$ cat config.mk
export PLATFORM = sky130hd
export DESIGN_NAME = washing_machine_ctrl
export DESIGN_NICKNAME = d
export VERILOG_FILES = /design/src/rtl/washing_machine_ctrl.sv
export SDC_FILE = /design/constraint.sdc
export NUM_CORES = 1
export LEC_CHECK = 0
export ABC_AREA = 1
export CORE_AREA = 2 2 70 72
export DETAILED_ROUTE_END_ITERATION = 10
export DIE_AREA = 0 0 72 74
export PLACE_DENSITY_LB_ADDON = 0.08
export SYNTH_ARGS = -nofsm -noshare
export SYNTH_HDL_FRONTEND = slang
export SYNTH_SLANG_ARGS = --single-unit
$ cat constraint.sdc
create_clock -name clk -period 1.75 [get_ports clk]
set_input_delay 0.35 -clock clk [delete_from_list [all_inputs] [get_ports clk]]
set_output_delay 0.35 -clock clk [all_outputs]
set_load 0.02 [all_outputs]
$ cat src/rtl/washing_machine_ctrl.sv
// Washing machine sequencer: soak, wash, drain, N rinse/drain passes, spin.
// Per-phase timers are internal; stop always routes through a drain before idling.
module washing_machine_ctrl #(
  parameter int CNT_W         = 16,
  parameter int SOAK_LOW_CYC  = 20,
  parameter int SOAK_HIGH_CYC = 40,
  parameter int WASH_LOW_CYC  = 30,
  parameter int WASH_HIGH_CYC = 60,
  parameter int RINSE_CYC     = 25,
  parameter int DRAIN_CYC     = 10,
  parameter int SPIN_CYC      = 35,
  parameter int N_RINSE       = 2
) (
  input  logic             clk,
  input  logic             rst,
  input  logic             start,
  input  logic             select,
  input  logic             stop,
  input  logic             pause,
  input  logic             door_closed,
  output logic             idle,
  output logic             soak_low,
  output logic             soak_high,
  output logic             wash_low,
  output logic             wash_high,
  output logic             rinse,
  output logic             spin,
  output logic             drain,
  output logic             door_lock,
  output logic             done,
  output logic [2:0]       rinse_cnt,
  output logic [CNT_W-1:0] remaining
);

  typedef enum logic [2:0] {
    S_IDLE  = 3'd0,
    S_SOAK  = 3'd1,
    S_WASH  = 3'd2,
    S_DRAIN = 3'd3,
    S_RINSE = 3'd4,
    S_SPIN  = 3'd5
  } state_t;

  localparam logic [2:0] RINSE_MAX = 3'(N_RINSE);

  state_t           state, state_nxt;
  logic             mode, mode_nxt;
  logic             abort, abort_nxt;
  logic [2:0]       rcnt, rcnt_nxt;
  logic [CNT_W-1:0] timer, timer_nxt;
  logic             done_nxt;
  logic             run, expire;

  // Load value for a phase: duration minus one, so a phase spans exactly
  // its duration in run cycles.
  function automatic logic [CNT_W-1:0] phase_len(input state_t st, input logic m);
    case (st)
      S_SOAK:  return m ? CNT_W'(SOAK_HIGH_CYC - 1) : CNT_W'(SOAK_LOW_CYC - 1);
      S_WASH:  return m ? CNT_W'(WASH_HIGH_CYC - 1) : CNT_W'(WASH_LOW_CYC - 1);
      S_DRAIN: return CNT_W'(DRAIN_CYC - 1);
      S_RINSE: return CNT_W'(RINSE_CYC - 1);
      S_SPIN:  return CNT_W'(SPIN_CYC - 1);
      default: return '0;
    endcase
  endfunction

  assign run    = !pause && door_closed;
  assign expire = run && (timer == '0);

  always_comb begin
    state_nxt = state;
    mode_nxt  = mode;
    abort_nxt = abort;
    rcnt_nxt  = rcnt;
    timer_nxt = timer;
    done_nxt  = 1'b0;

    if (state == S_IDLE) begin
      timer_nxt = '0;
      if (start && door_closed && !stop) begin
        state_nxt = S_SOAK;
        mode_nxt  = select;
        rcnt_nxt  = '0;
        abort_nxt = 1'b0;
        timer_nxt = phase_len(S_SOAK, select);
      end
    end else begin
      if (stop) abort_nxt = 1'b1;

      if (stop && state != S_DRAIN) begin
        // Abort from any wet/spinning phase: drain fully before releasing.
        state_nxt = S_DRAIN;
        timer_nxt = phase_len(S_DRAIN, mode);
      end else if (expire) begin
        case (state)
          S_SOAK: begin
            state_nxt = S_WASH;
            timer_nxt = phase_len(S_WASH, mode);
          end
          S_WASH: begin
            state_nxt = S_DRAIN;
            timer_nxt = phase_len(S_DRAIN, mode);
          end
          S_DRAIN: begin
            if (abort || stop) begin
              state_nxt = S_IDLE;
              abort_nxt = 1'b0;
              rcnt_nxt  = '0;
              timer_nxt = '0;
            end else if (rcnt < RINSE_MAX) begin
              state_nxt = S_RINSE;
              timer_nxt = phase_len(S_RINSE, mode);
            end else begin
              state_nxt = S_SPIN;
              timer_nxt = phase_len(S_SPIN, mode);
            end
          end
          S_RINSE: begin
            state_nxt = S_DRAIN;
            timer_nxt = phase_len(S_DRAIN, mode);
            if (rcnt < RINSE_MAX) rcnt_nxt = rcnt + 3'd1;
          end
          S_SPIN: begin
            state_nxt = S_IDLE;
            timer_nxt = '0;
            done_nxt  = 1'b1;
          end
          default: begin
            state_nxt = S_IDLE;
            timer_nxt = '0;
          end
        endcase
      end else if (run) begin
        timer_nxt = timer - 1'b1;
      end
    end
  end

  always_ff @(posedge clk or negedge rst) begin
    if (!rst) begin
      state <= S_IDLE;
      mode  <= 1'b0;
      abort <= 1'b0;
      rcnt  <= '0;
      timer <= '0;
    end else begin
      state <= state_nxt;
      mode  <= mode_nxt;
      abort <= abort_nxt;
      rcnt  <= rcnt_nxt;
      timer <= timer_nxt;
    end
  end

  // Phase outputs are decoded from the next state and registered, so they
  // line up with the state register and never glitch into the drivers.
  always_ff @(posedge clk or negedge rst) begin
    if (!rst) begin
      idle      <= 1'b1;
      soak_low  <= 1'b0;
      soak_high <= 1'b0;
      wash_low  <= 1'b0;
      wash_high <= 1'b0;
      rinse     <= 1'b0;
      spin      <= 1'b0;
      drain     <= 1'b0;
      door_lock <= 1'b0;
      done      <= 1'b0;
    end else begin
      idle      <= (state_nxt == S_IDLE);
      soak_low  <= (state_nxt == S_SOAK) && !mode_nxt;
      soak_high <= (state_nxt == S_SOAK) &&  mode_nxt;
      wash_low  <= (state_nxt == S_WASH) && !mode_nxt;
      wash_high <= (state_nxt == S_WASH) &&  mode_nxt;
      rinse     <= (state_nxt == S_RINSE);
      spin      <= (state_nxt == S_SPIN);
      drain     <= (state_nxt == S_DRAIN);
      door_lock <= (state_nxt != S_IDLE);
      done      <= done_nxt;
    end
  end

  assign rinse_cnt = rcnt;
  assign remaining = timer;

endmodule

==> results.md <==
* Hold WS at between 0.4 and 0.5 ns
* Worst slew margin at 78.11%
* Yosys top cell by area: dfrtp_1
* Clock transition at path regs at 0.07 ns
* Mapped Nets at 265
* HPWL Detailed at between 3000 and 4000 microns
* Sequential fraction of the synthesis area at 43.91%
* Crit path capture type: output pin
* Post-route ant nets at 0
* Max clock buf depth at 2
* Synth Flop Type: dfrtp_1
* Io pins at 36
* CTS Buf Count at 5
* Avg WL per Cell at about 12 microns
* Fin crit share at a little over nine tenths
* Max-cap violations at 0
* Vias in the first global route at 1924
* Setup Skew at 0.007155 ns
* Die Y at 74 microns
* Detailed-router iteration count before antenna repair at 4
* Vias per inst at 4.834
* Placed cells at 387
* CTS Sinks at 34
* Pre-CTS setup slack at -0.2444 ns
* # rows at 25
* Detailed Route WL at between 4000 and 5000 microns
* Gpl congestion at 0.8903
* Initial Util at 42.20%
* Crit path DAT at 1.35 ns
* First-pass GRT wire length at 8500 microns
* Root Driver: clkbuf_8
* Input/output buffers at 35
* Yosys reg bits at 34
* DIE AREA at 5328 sq um
* Layout cells sized above 1 at 32.56%
* Pwr/cell area at approximately 1700 nW/um^2
* Clk_lat worst skew at 0.29 ns
* RSZ-0062 raised after global routing: no
* Largest cells by area after synthesis: dfrtp_1, nand2_1, nor2_1
* Max VDD drop at just under 800 uV
* Least-Margin Pin Slew at 0.3254 ns
* Cell variety after synth at 31
* Yosys top cell area share at approximately 43%
* Startpoint types: register
* Setup ws final at slightly above 0.05 ns
* Clock tree from TritonCTS: built
* Fill count at around 420
* CORE AREA at 4598 sq um
* Number of synthesized flops with an enable pin at 0
* Max Freq at 588.8 MHz
* FF+latch area at 854.6 sq um
* Fin. Hold Viols at 0
* Grt ovf at 0
* Critical path class: reg -> out
* Antenna violations before repair at 0
* # DRC at 0
* Die width at 72 microns
* Final #Nets at 353
* Total power draw at 4977 uW
* Avg Inst Size Synth at 7.610 sq um
* Area Overhead vs Synth at 53.26%
* Final core utilization at between 60% and 70%
* Mapped Area at 1941 sq um
* Warnings, synthesis at 0
* Pin count of the biggest net entering global routing at 35
* Via count at between 1500 and 2000
* Area taken by multi-input logic gates at 1051 sq um
* Leading cell type in the layout, fill and taps excluded: buf_4
* # diodes at 0
* Cts hold-fix bufs at 0
* P_leak at 0.001517 uW
* Initial DRC count at roughly 110
* GRT Total Usage at between 20% and 30%
* Status: finished, final reports clean
* # H-tree levels at 2
* Cells after Synth at 255
* Most frequent cells in the layout: buf_4, nand2_1, nor2_1, dfrtp_1, inv_1
* Pins Over Slew Limit at 0
* Worst-path fanout max at 2
* Required @ worst endpoint at 1.40 ns
* Period minus WS final at 1.698 ns
* Ys async rst share at 100.0%
* Final Instance Count excl. Fillers at 398
* Final setup fails at 0
* Worst min path class: in -> reg
==> critical path, cell delays in order (launching register included) <==
cell and delay (ns):
dfrtp_1 0.36, buf_4 0.11, clkdlybuf4s50_1 0.59
==> logic make-up (layout without fill, tap and decap cells) <==
kind of cell	count (synthesis)	count (layout)	synth area share, %
AOI/OAI and AO/OA	36	36	10.90
and+or+nand+nor	136	136	32.62
adders and majority gates	3	3	1.934
DFF	34	34	43.91
xor gates and xnor gates	6	6	2.708
buffers and inverters	40	129	7.930
==> Yosys cell counts (all sizes together) (2+ instances only) <==
library cell and number:
nand4 5, inv 38, or2 2, ha 3, o21ai 17, nor2 51, a21oi 14, o211ai 3
nand3 19, nor3 6, nand3b 2, nand2 49, dfrtp 33, xor2 3, o22ai 2, xnor2 3
==> area by class of cell <==
type	instances	area share (%)
Clock buffer	5	2.314
Clock inverter	3	1.346
Sequential cell	34	28.73
Inverter	39	4.922
Timing Repair Buffer	82	25.07
Multi-Input combinational cell	181	35.34
Tap cell	54	2.272
==> routing by layer <==
metal,routed length [microns],vias to the layer above,global-route usage [%],part of all wire [%]
met2,2491,30,35.60,51
met3,188,8,5.149,3.8
met4,91,0,10.06,1.8
met1,2152,899,24.61,44
met5,0,-,0,0
li1,-,987,-,-
==> what timing repair did <==
| action | 4_1_cts | 5_1_grt |
|---|---|---|
| setup endpoints to repair | 8 | 34 |
| setup buffers | 0 | 3 |
| cloned | 0 | 0 |
| resized for setup | 7 | 40 |
| pin swaps | 1 | 7 |
| endpoints found under the hold margin | 0 | 0 |
==> metrics by stage <==
stage	setup TNS (ns)	area, sq um
after global routing	0	2974
after detailed placement	-5.251	2706
final	0	2974
after global placement	-4.195	2706
after floorplan	0	1941
after CTS	0	2821
==> power by group <==
part	internal [uW]	leakage, uW	switching [uW]
logic	1350	0.00104	1690
registers	1020	0.000423	205
clock network	419	0.0000579	296
==> worst paths after layout <==
| kind | depth (start not counted) | end | slack (ns) | startpoint |
|---|---|---|---|---|
| setup / recovery | 2 | remaining[0] | 0.05 | remaining[0]$_DFFE_PN0P_ |
| hold / removal | 2 | done$_DFF_PN0_ | 0.41 | stop |
| setup reg to reg | 10 | remaining[1]$_DFFE_PN0P_ | 0.10 | remaining[1]$_DFFE_PN0P_ |
| hold reg to reg | 1 | done$_DFF_PN0_ | 0.53 | state[1]$_DFF_PN0_ |
| max in group asynchronous | 2 | idle$_DFF_PN1_ | 1.07 | rst |
| min in group asynchronous | 2 | remaining[11]$_DFFE_PN0P_ | 0.42 | rst |
==> sequential cells by signal, summed over array words and instances (netlist names) <==
register and flops:
state 3, wash_low 1, soak_high 1, door_lock 1, rinse_cnt 3, idle 1, soak_low 1, spin 1
remaining 16, wash_high 1, abort 1, drain 1, done 1, mode 1, rinse 1
(Power assumes the default switching activity.)
==> patch: new RTL, same settings <==
Make the reset (`rst`) synchronous in 2 clocked blocks.
--- a/src/rtl/washing_machine_ctrl.sv
+++ b/src/rtl/washing_machine_ctrl.sv
@@ -136,7 +136,7 @@
     end
   end
 
-  always_ff @(posedge clk or negedge rst) begin
+  always_ff @(posedge clk) begin
     if (!rst) begin
       state <= S_IDLE;
       mode  <= 1'b0;
@@ -154,7 +154,7 @@
 
   // Phase outputs are decoded from the next state and registered, so they
   // line up with the state register and never glitch into the drivers.
-  always_ff @(posedge clk or negedge rst) begin
+  always_ff @(posedge clk) begin
     if (!rst) begin
       idle      <= 1'b1;
       soak_low  <= 1'b0;
Formal check against the unedited RTL: differs if rst is asserted again (counterexample within 4 cycles, from zero or initial values and one cycle with rst low); with rst held inactive, the same outputs for 10 cycles.
==> patch against the unedited design <==
- non-clock buffer count fell by 17
- worst setup slack improved by 0.012 ns
- sequential share of layout area shrank 3.7 points
- power shrank 33%
- sequential cell count is the same
- design area shrank 8.0%
- first-iteration DRC count grew 3.7%
- core utilization is 5.2 points lower
- global-route usage fell by 0.53 points
- wire length increased by 1.4%
- area after synthesis decreased by 0.90%
- via count increased by 2.4%
- largest power group unchanged
- highest routed layer unchanged
==> patch: results (changes against the unedited design) <==
Outcome
  – Status: completed

Yosys
  – List of most frequent post-synthesis cells: nand2_1, nor2_1, dfxtp_1, inv_1, nand3_1
  – Top area cells in the synthesized netlist: dfxtp_1, nand2_1, nor2_1, nand3_1, inv_1
  – Ys async rst share: 0% (-100 points)
  – Sequential element share of the synthesized area: 35.4% (-8.5 points)
  – Main synth FF type: dfxtp_1
  – Synthesized cell area: 1920 µm² (-0.90%)
  – Syn nets: 281 (+6.0%)
  – Synth Area in XOR/XNOR: 3.64% (+0.94 points)

Cells and area
  – Clock buf count: 8 (+3)
  – #MultiIn Comb: 201 (+11%)
  – # fillers: 447 (+5.4%)
  – Layout Nets: 351 (-0.57%)
  – Clock-cell share: 4.02% (+0.36 points)
  – Share of cells above drive strength 1: 26.3% (-6.2 points)
  – Multi-input gate area: 1160 µm² (+10%)

Critical path
  – Max FO, Critical Path: 3 (+1)
  – RR Startpoint: remaining[1]
  – RR Endpoint: rinse_cnt[1]
  – R2R cell count: 9 (-1)
  – Reg2reg setup slack: 0.15 ns (+0.05 ns)

Power and ir drop
  – Cell leakage power: 1.36 nW (-10%)
  – Worst VDD drop: 0.604 mV (-23%)
  – Pwr Density: 1210 nW/µm² (-27%)
  – Switch Pwr: 1.35 mW (-38%)
  – Comb. pwr: 1.68 mW (-45%)

GRT
  – Largest net degree at the start of global routing: 11 (-69%)
  – Total GRT Usage: 20.2% (-0.53 points)

Detailed routing
  – Via total after detailed routing: 1971 (+2.4%)

Timing
  – Clock Skews: 0.00717 ns (+0.0000155 ns)

Placed design
  – Total placed instance area: 2550 µm² (-5.8%)
  – RePlAce Congestion: 0.862 (-3.2%)

Hold path
  – Min-Delay Path Class: flip-flop to flip-flop
  – HP Start: abort
## patch: cell count changes in the layout (fill, tap and decap cells not counted), sizes merged, moves of 6 or more
| cell | unedited run | this run |
|---|---|---|
| dfxtp | 0 | 34 |
| dfrtp | 33 | 0 |
| buf | 47 | 30 |
| nand2 | 49 | 60 |
| nand3 | 19 | 29 |
| clkdlybuf4s50 | 22 | 28 |
## patch: timing repair
item	4_1_cts	5_1_grt
resized for setup	1	29
setup endpoints to repair	1	19
pin swaps	0	10
## patch: worst reg2reg max path, stage by stage (launching register included)
cell and delay, ns:
dfxtp_2 0.33, inv_2 0.09, ha_1 0.19, nand3_1 0.13, inv_2 0.11, nand3_1 0.15, nand2_2 0.13, nand3_4 0.11
o21ai_4 0.20, nor2_1 0.07
## patch: through the flow
stage / cells / setup slack (ns) / hold slack, ns
after global routing: 396 / 0.00105 / 0.491
after floorplan: 271 / 0.0649 / 0.444
after detailed placement: 388 / -0.282 / 0.456
final: 396 / 0.0638 / 0.463
after global placement: 388 / -0.259 / 0.458
after CTS: 396 / 0.00405 / 0.466
## patch: routing by layer
metal / GRT usage (%) / vias to the layer above / share of wire [%]
li1: - / 1013 / -
met2: 30.2 / 43 / 44
met5: 0 / - / 0
met1: 29.7 / 909 / 51
met4: 6.29 / 0 / 1.1
met3: 3.79 / 6 / 4.1
## patch: worst max path at each step
stage	startpoint	to	slack [ns]	cells past startpoint
after global placement	door_closed	rinse_cnt[1]	-0.26	11
after CTS	remaining[3]	remaining[3]	0.004	1
after floorplan	remaining[0]	wash_high	0.06	11
after global routing	remaining[6]	wash_high	0.001	9
final	remaining[0]	remaining[0]	0.06	2
after detailed placement	door_closed	rinse_cnt[1]	-0.28	11
